<file path="config.mk">
export PLATFORM = sky130hd
export DESIGN_NAME = op_dispatch_decoder_flat
export DESIGN_NICKNAME = d
export VERILOG_FILES = /design/src/rtl/op_dispatch_if.sv /design/src/rtl/op_dispatch_decoder.sv /design/src/flat_wrapper.sv
export SDC_FILE = /design/constraint.sdc
export NUM_CORES = 1
export LEC_CHECK = 0
export CORE_ASPECT_RATIO = 0.9
export CORE_MARGIN = 8
export CORE_UTILIZATION = 44
export CTS_CLUSTER_DIAMETER = 200
export CTS_CLUSTER_SIZE = 28
export DETAILED_ROUTE_END_ITERATION = 10
export GPL_TIMING_DRIVEN = 1
export PLACE_DENSITY = 0.9
export SETUP_SLACK_MARGIN = 0.05
export SLEW_MARGIN = 20
export SYNTH_ARGS = -nofsm -noshare
export SYNTH_HDL_FRONTEND = slang
export SYNTH_SLANG_ARGS = --single-unit
</file>
<file path="constraint.sdc">
create_clock -name clk -period 2.9 [get_ports clk]
set_clock_uncertainty 0.1 [all_clocks]
set_input_delay 0.435 -clock clk [delete_from_list [all_inputs] [get_ports clk]]
set_output_delay 0.435 -clock clk [all_outputs]
set_load 0.01 [all_outputs]
</file>
<file path="src/rtl/op_dispatch_if.sv">
// Opcode dispatch bundle: host handshake, unit select/done and status.
// Master drives opcode and unit done strobes; slave is the dispatcher.
interface op_dispatch_if #(
  parameter int OP_W    = 4,
  parameter int NUM_OPS = 16
);
  logic               op_valid;
  logic               op_ready;
  logic [OP_W-1:0]    op_code;
  logic [NUM_OPS-1:0] hotselect;
  logic [NUM_OPS-1:0] unit_done;
  logic               cmd_done;
  logic               cmd_err;
  logic               busy;

  modport master (
    output op_valid, op_code, unit_done,
    input  op_ready, hotselect, cmd_done, cmd_err, busy
  );

  modport slave (
    input  op_valid, op_code, unit_done,
    output op_ready, hotselect, cmd_done, cmd_err, busy
  );
endinterface

</file>
<file path="src/rtl/op_dispatch_decoder.sv">
// Registered opcode decoder/dispatcher with one-hot unit select.
// Optional WAIT timeout enabled by defining DISPATCH_TIMEOUT_EN.
module op_dispatch_decoder #(
  parameter int OP_W    = 4,
  parameter int NUM_OPS = 16,
  parameter int TMO_CYC = 255
) (
  input logic         clk,
  input logic         reset,
  op_dispatch_if.slave bus
);
  typedef enum logic [1:0] {
    S_IDLE,
    S_WAIT,
    S_DONE
  } state_t;

  localparam logic [OP_W:0] N_L = (OP_W+1)'(NUM_OPS);

  state_t             state_q, state_d;
  logic [NUM_OPS-1:0] sel_q, sel_d;
  logic               err_q, err_d;
  logic               hit;
  logic               tmo;

  // only the currently selected unit can complete the command
  assign hit = |(bus.unit_done & sel_q);

`ifdef DISPATCH_TIMEOUT_EN
  localparam int CNT_W = $clog2(TMO_CYC + 1);
  logic [CNT_W-1:0] cnt_q;

  always_ff @(posedge clk or posedge reset) begin
    if (reset) begin
      cnt_q <= '0;
    end else if (state_q != S_WAIT) begin
      cnt_q <= '0;
    end else begin
      cnt_q <= cnt_q + CNT_W'(1);
    end
  end

  // count reaches TMO_CYC on this edge
  assign tmo = (state_q == S_WAIT) &&
               (cnt_q == CNT_W'(TMO_CYC - 1));
`else
  assign tmo = 1'b0;
`endif

  always_comb begin
    state_d = state_q;
    sel_d   = sel_q;
    err_d   = err_q;
    unique case (state_q)
      S_IDLE: begin
        err_d = 1'b0;
        if (bus.op_valid) begin
          if ({1'b0, bus.op_code} < N_L) begin
            sel_d   = NUM_OPS'(1) << bus.op_code;
            state_d = S_WAIT;
          end else begin
            err_d   = 1'b1;
            state_d = S_DONE;
          end
        end
      end
      S_WAIT: begin
        if (hit) begin
          sel_d   = '0;
          state_d = S_DONE;
        end else if (tmo) begin
          sel_d   = '0;
          err_d   = 1'b1;
          state_d = S_DONE;
        end
      end
      S_DONE: begin
        state_d = S_IDLE;
      end
      default: begin
        sel_d   = '0;
        state_d = S_IDLE;
      end
    endcase
  end

  always_ff @(posedge clk or posedge reset) begin
    if (reset) begin
      state_q <= S_IDLE;
      sel_q   <= '0;
      err_q   <= 1'b0;
    end else begin
      state_q <= state_d;
      sel_q   <= sel_d;
      err_q   <= err_d;
    end
  end

  assign bus.hotselect = sel_q;
  assign bus.op_ready  = (state_q == S_IDLE);
  assign bus.busy      = (state_q != S_IDLE);
  assign bus.cmd_done  = (state_q == S_DONE);
  assign bus.cmd_err   = (state_q == S_DONE) & err_q;
endmodule

</file>
<file path="src/flat_wrapper.sv">
// flat-port wrapper written by rule: the top's interface ports become plain ports
module op_dispatch_decoder_flat 
#(
  parameter int OP_W    = 4,
  parameter int NUM_OPS = 16,
  parameter int TMO_CYC = 255
)
  (clk, reset, bus_op_valid, bus_op_code, bus_unit_done, bus_op_ready, bus_hotselect, bus_cmd_done, bus_cmd_err, bus_busy);
  op_dispatch_if #(.OP_W(OP_W), .NUM_OPS(NUM_OPS)) bus_i ();
  input logic clk;
  input logic reset;
  input wire logic [$bits(bus_i.op_valid)-1:0] bus_op_valid;
  input wire logic [$bits(bus_i.op_code)-1:0] bus_op_code;
  input wire logic [$bits(bus_i.unit_done)-1:0] bus_unit_done;
  output wire logic [$bits(bus_i.op_ready)-1:0] bus_op_ready;
  output wire logic [$bits(bus_i.hotselect)-1:0] bus_hotselect;
  output wire logic [$bits(bus_i.cmd_done)-1:0] bus_cmd_done;
  output wire logic [$bits(bus_i.cmd_err)-1:0] bus_cmd_err;
  output wire logic [$bits(bus_i.busy)-1:0] bus_busy;
  assign bus_i.op_valid = bus_op_valid;
  assign bus_i.op_code = bus_op_code;
  assign bus_i.unit_done = bus_unit_done;
  assign bus_op_ready = bus_i.op_ready;
  assign bus_hotselect = bus_i.hotselect;
  assign bus_cmd_done = bus_i.cmd_done;
  assign bus_cmd_err = bus_i.cmd_err;
  assign bus_busy = bus_i.busy;
  op_dispatch_decoder #(.OP_W(OP_W), .NUM_OPS(NUM_OPS), .TMO_CYC(TMO_CYC)) u_core (.clk(clk), .reset(reset), .bus(bus_i));
endmodule
</file>
==> results.tsv, run 1 <==
metric	value	unit
critical path endpoint category	output port	
largest family of logic cells by synthesized area	simple AND/OR/NAND/NOR gates	
cell-by-cell trace of the critical path	or2_2, inv_1, clkdlybuf4s50_1	
layout overhead on the synthesized area	46.6	%
Reg2Reg Setup Slack	1.08	ns
layout cell share with drive strength beyond 1	0.110	
Max Transition Viols Final	0	
vias per cell	5.29	
antenna viol nets, final	0	
power density relative to cell area	596	nW/µm²
CTS clock-pin slew for the worst setup and hold paths	0.11	ns
maximum resistive drop on vdd	0.379	mV
top post-synthesis cells by area	dfrtp_1 46%, o21ai_2 8.9%, nand2_1 8.8%, inv_1 7.3%, nand4_1 3.2%	
cell with the largest stage delay on the worst path	clkdlybuf4s50_1	
post-synthesis share of cell area spent on xor and xnor gates	0	
number of standard-cell rows in the floorplan	16	
via count of the first global-routing pass	1026	
adder-cell share of the synthesized area	0	
post-cts sizing count	0	
routability congestion estimate	0.889	
worst endpoint data arrival time	1.82	ns
fraction of the mapped netlist area in compound gates	0.184	
cell with the most instances after synthesis	nand2_1	
syn_nets	136	
share of synthesized area occupied by flip-flops and latches	0.459	
core area	2140	µm²
Die X	65.8	µm
number of nets at the end of the flow	178	
filler cell count in the final layout	172	
total leakage power	0.584	nW
quantity of hold-fixing buffers added after cts	0	
Multi-input gate area	428	µm²
Clk Tree Root Cell	clkbuf_4	
family of cells with the greatest summed delay on the critical path	buffers and inverters	
maximum count of clock buffers along a single path	2	
sum of buffers and inverters on the critical path	2	
post-route minimum period	2.35	ns
Critical Path Source Type	flip-flop	
global router's overall resource usage	0.149	
number of failing hold endpoints at the final stage	0	
cell area after synthesis	981	µm²
detailed placement HPWL	2.27	mm
Initial Util	0.458	
drt total wl	2.85	mm
crit-path max FO	6	
Min-Delay Path Class	input port to asynchronous set/reset pin	
primary flip-flop cell chosen by synthesis mapping	dfrtp_1	
number of enable flip-flop cells after synthesis	0	
Clock Sink Count	18	
number of port buffers	41	
cell type with the highest aggregate area in the netlist	dfrtp_1	
simple-gate portion of the synthesized area	0.249	
largest net degree at the start of global routing	19	
Die Y-Extent	60.8	µm
Setup TNS	0	ns
wire per inst	15.7	µm
first-pass GRT wire length	4.55	mm
post-route total power	0.856	mW
MaxCap Viol Count	0	
critical path start-end classification	flip-flop to output port	
share of synthesized flip-flops with an asynchronous set or reset	1.00	
Post-CTS Setup Repair Bufs	0	
top-level port count	43	
share of the synthesized area in the top cell type	0.459	
initial antenna violation count	0	
unrepaired setup endpoints after global routing	no	
drt drc	0	
die area	4000	µm²
TritonCTS clock tree	built	
worst-case headroom to the max-slew limit	0.543	
Final setup violation count	0	
run status	complete, no violations	
Final period util	0.811	
Post-Synthesis Cells	113	
worst slew pin tran	0.685	ns
WP data required	2.37	ns
yosys synthesis warning count	0	
antenna diode instance count	0	
GR Overflow Total	0	
delay contributed by the slowest stage of the critical path	0.57	ns
H-tree level count	1	
number of buffers added by the clock tree synthesis step	3	
clock latency reported for the late side of the worst-skew pair	0.29	ns
Post-Synthesis Mean Instance Area	8.68	µm²
number of synthesized register bits	18	
routed vias	958	
maximum frequency from static timing analysis	0.425	GHz
mux contribution to synthesized area	0	
TritonRoute pass-1 iters	4	
1st-iter DRT viols	43	
distinct cell type count after synthesis	29	
Seq. cell area	450	µm²
most frequent cells after synthesis	23 x nand2_1, 19 x inv_1, 18 x dfrtp_1	
where the power goes:
| group | switching [mW] | internal [mW] |
|---|---|---|
| Clock | 0.0796 | 0.0765 |
| Sequential | 0.0265 | 0.284 |
| Combinational | 0.212 | 0.178 |
| Total | 0.318 | 0.538 |
registers in the layout (all words and copies together) (netlist names):
register / cells
u_core.bus.hotselect: 16
u_core.state_q: 2
cell type report:
class | instances | area share
sequential | 18 | 0.313
multi-input combinational | 71 | 0.298
timing repair buffer | 42 | 0.291
inverter | 19 | 0.0496
clock buffer | 4 | 0.0252
tap | 27 | 0.0235
layout by cell type (no fill, tap or decap), types with 2 or more instances in the layout:
cell / n
clkdlybuf4s50_1: 41
nand2_1: 23
inv_1: 19
dfrtp_1: 18
o21ai_2: 10
o21ai_0: 6
nand4_1: 5
and4_1: 3
nor3b_1: 3
nor2_1: 3
clkbuf_4: 3
a22oi_1: 2
nand3_1: 2
worst register-to-register path: cells and delay by family (launching register included):
| kind | cells | cell delay (ns) |
|---|---|---|
| AOI/OAI and AO/OA | 3 | 0.96 |
| buffers and inverters | 1 | 0.25 |
| DFF | 1 | 0.42 |
final timing paths:
path | endpoint | cells after the start | start
max | bus_op_ready | 3 | u_core.state_q[0]$_DFFE_PP0P_
min | u_core.state_q[1]$_DFFE_PP0P_ | 2 | reset
max reg2reg | u_core.bus.hotselect[3]$_DFFE_PP0P_ | 4 | u_core.bus.hotselect[10]$_DFFE_PP0P_
min reg2reg | u_core.bus.hotselect[13]$_DFFE_PP0P_ | 2 | u_core.bus.hotselect[13]$_DFFE_PP0P_
max in group asynchronous | u_core.bus.hotselect[11]$_DFFE_PP0P_ | 2 | reset
min in group clk | u_core.bus.hotselect[13]$_DFFE_PP0P_ | 2 | u_core.bus.hotselect[13]$_DFFE_PP0P_
cell families (layout without fill, tap and decap cells):
kind of cell	Yosys count	in the layout
simple gates	47	47
flops	18	18
buf+inv	24	65
other cells	1	1
compound gates	23	23
through the flow:
stage | hold slack [ns] | cells | setup slack (ns) | area, µm² | utilization
after floorplan | 0.274 | 113 | 1.32 | 981 | -
after global placement | 0.445 | 177 | 0.791 | 1400 | 0.654
after detailed placement | 0.440 | 177 | 0.681 | 1400 | 0.654
after CTS | 0.447 | 181 | 0.541 | 1440 | 0.671
after global routing | 0.477 | 181 | 0.462 | 1440 | 0.671
final | 0.429 | 181 | 0.549 | 1440 | 0.671
routing by layer:
metal  wire length (µm)  track usage  up-vias  part of all wire
met5                  0            0        -                 0
met4                 40       0.0839        0             0.014
met3                265       0.0535        4             0.093
met2               1390        0.244       34              0.49
met1               1150        0.166      460              0.40
li1                   -            -      460                 -
Note: power is estimated with default switching activity, not from simulation.
==> run 2: changes to the inputs <==
Settings changed: CORE_UTILIZATION 44 to 37, PLACE_DENSITY 0.9 to 0.82.
Clock period 2.9 ns to 2 ns, I/O delays scaled along.
==> run 2 against run 1 <==
Effect of this change: die area rose by 14%; total power rose by 48%; setup slack got worse by 0.40 ns; register-to-register slack got worse by 0.75 ns; non-clock buffer count rose by 5; global-route usage fell by 1.9 points; largest cell class is now buffers.
==> results.tsv, run 2 (same netlist as run 1, synthesis figures left out) <==
metric	value	unit	change
crit-path max FO	5		-1
Setup TNS	0	ns	unchanged
top-level port count	43		unchanged
Die Y-Extent	64.8	µm	+6.7%
filler cell count in the final layout	223		+30%
maximum count of clock buffers along a single path	2		unchanged
layout overhead on the synthesized area	50.3	%	
commonest non-fill, non-tap cells in the layout	39 x clkdlybuf4s50_1, 23 x nand2_1, 19 x inv_1		
post-route minimum period	1.85	ns	
critical path start-end classification	flip-flop to output port		
die area	4560	µm²	+14%
met3 global-route usage	0.0457		-0.00784
largest net degree at the start of global routing	19		unchanged
antenna viol nets, final	0		unchanged
number of nets at the end of the flow	183		+2.8%
power density relative to cell area	858	nW/µm²	+44%
maximum frequency from static timing analysis	0.541	GHz	
PnR worst setup slack	0.152	ns	-0.397 ns
global route hottest layer	met2		
worst slack at placement	0.0631	ns	-0.618 ns
number of failing hold endpoints at the final stage	0		unchanged
endpoint of the worst setup timing path	bus_op_ready		
unrepaired setup endpoints after global routing	no		
WP data required	1.60	ns	-0.77 ns
area post-placement	1440	µm²	+2.8%
post-cts sizing count	2		+2
number of flip-flops under the largest register name	16		unchanged
TritonRoute pass-1 iters	5		+1
drt total wl	2.99	mm	+4.9%
Initial Util	0.394		-0.0638
CTS clock-pin slew for the worst setup and hold paths	0.11	ns	about the same
total leakage power	0.610	nW	+4.5%
met1 GRT Util	0.150		-0.0159
quantity of hold-fixing buffers added after cts	0		unchanged
MaxCap Viol Count	0		unchanged
global router's overall resource usage	0.130		-0.0188
first-pass GRT wire length	4.86	mm	+6.7%
GR Overflow Total	0		unchanged
Critical Path Source Type	flip-flop		
Final setup violation count	0		unchanged
number of buffers added by the clock tree synthesis step	3		unchanged
layout cell share with drive strength beyond 1	0.138		+0.0280
number of port buffers	41		unchanged
core area	2490	µm²	+16%
TritonCTS clock tree	built		
worst-case headroom to the max-slew limit	0.546		+0.00327
Worst R2R Start	u_core.bus.hotselect[10]$_DFFE_PP0P_		
Die X	70.3	µm	+6.8%
detailed placement HPWL	2.34	mm	+3.3%
Seq. cell area	450	µm²	unchanged
H-tree level count	1		unchanged
wire per inst	16.0	µm	+1.6%
met2 track demand over resource	0.216		-0.0286
post-route cell area	1470	µm²	+2.5%
routed vias	971		+1.4%
Multi-input gate area	428	µm²	unchanged
number of standard-cell rows in the floorplan	17		+1
drt drc	0		unchanged
count of cells along the worst register-to-register path	5		+1
worst endpoint data arrival time	1.45	ns	-0.37 ns
run status	complete, no violations		
Max Transition Viols Final	0		unchanged
commonest non-fill, non-tap cell in the layout	clkdlybuf4s50_1		
vias per cell	5.19		-1.9%
Min-Delay Path Class	input port to asynchronous set/reset pin		
routability congestion estimate	0.843		-5.2%
Final period util	0.924		
clock latency reported for the late side of the worst-skew pair	0.29	ns	about the same
antenna diode instance count	0		unchanged
Reg2Reg Setup Slack	0.33	ns	-0.75 ns
Clk Tree Root Cell	clkbuf_4		
critical path endpoint category	output port		
Clock Sink Count	18		unchanged
Crit. Startpoint	u_core.state_q[0]$_DFFE_PP0P_		
1st-iter DRT viols	52		+21%
Post-CTS Setup Repair Bufs	0		unchanged
worst slew pin tran	0.680	ns	-0.00490 ns
end of the worst register-to-register path	u_core.bus.hotselect[4]$_DFFE_PP0P_		
via count of the first global-routing pass	1058		+3.1%
maximum resistive drop on vdd	0.609	mV	+61%
initial antenna violation count	0		unchanged
run 2: worst min path at each step:
stage | start | endpoint | slack [ns] | cells past startpoint
floorplan | reset | u_core.bus.hotselect[0]$_DFFE_PP0P_ | 0.14 | 1
global placement | u_core.bus.hotselect[14]$_DFFE_PP0P_ | u_core.bus.hotselect[14]$_DFFE_PP0P_ | 0.45 | 2
detailed placement | u_core.bus.hotselect[2]$_DFFE_PP0P_ | u_core.bus.hotselect[2]$_DFFE_PP0P_ | 0.45 | 2
CTS | reset | u_core.bus.hotselect[2]$_DFFE_PP0P_ | 0.33 | 2
global route | reset | u_core.state_q[1]$_DFFE_PP0P_ | 0.38 | 2
finish | reset | u_core.bus.hotselect[2]$_DFFE_PP0P_ | 0.30 | 2
run 2: stage by stage:
step,utilization,total power [mW],hold WS [ns],std cells
finish,0.592,1.27,0.302,187
global route,0.592,1.34,0.378,187
CTS,0.592,1.27,0.329,187
detailed placement,0.579,1.06,0.447,183
global placement,0.579,1.04,0.446,183
floorplan,-,0.792,0.139,113
run 2: area by class of cell:
| type | count | share of cell area |
|---|---|---|
| Multi-Input combinational cell | 71 | 0.290 |
| Tap cell | 28 | 0.0238 |
| Sequential cell | 18 | 0.306 |
| Clock buffer | 4 | 0.0246 |
| Timing Repair Buffer | 47 | 0.307 |
| Inverter | 19 | 0.0484 |
run 2: critical path: stages (launching register included):
cell and delay (ns):
dfrtp_1 0.41, or2_2 0.36, inv_1 0.09, dlygate4sd2_1 0.29
run 2: layer usage:
metal,wire length (µm),share of wire
met2,1450,0.49
met3,251,0.084
met4,39,0.013
met1,1240,0.42
met5,0,0
run 2: report_power, final:
| part | leakage (nW) | total, mW | switching [mW] | internal [mW] |
|---|---|---|---|---|
| Sequential | 0.247 | 0.450 | 0.0379 | 0.412 |
| Clock | 0.0210 | 0.225 | 0.114 | 0.111 |
| Combinational | 0.342 | 0.590 | 0.311 | 0.279 |
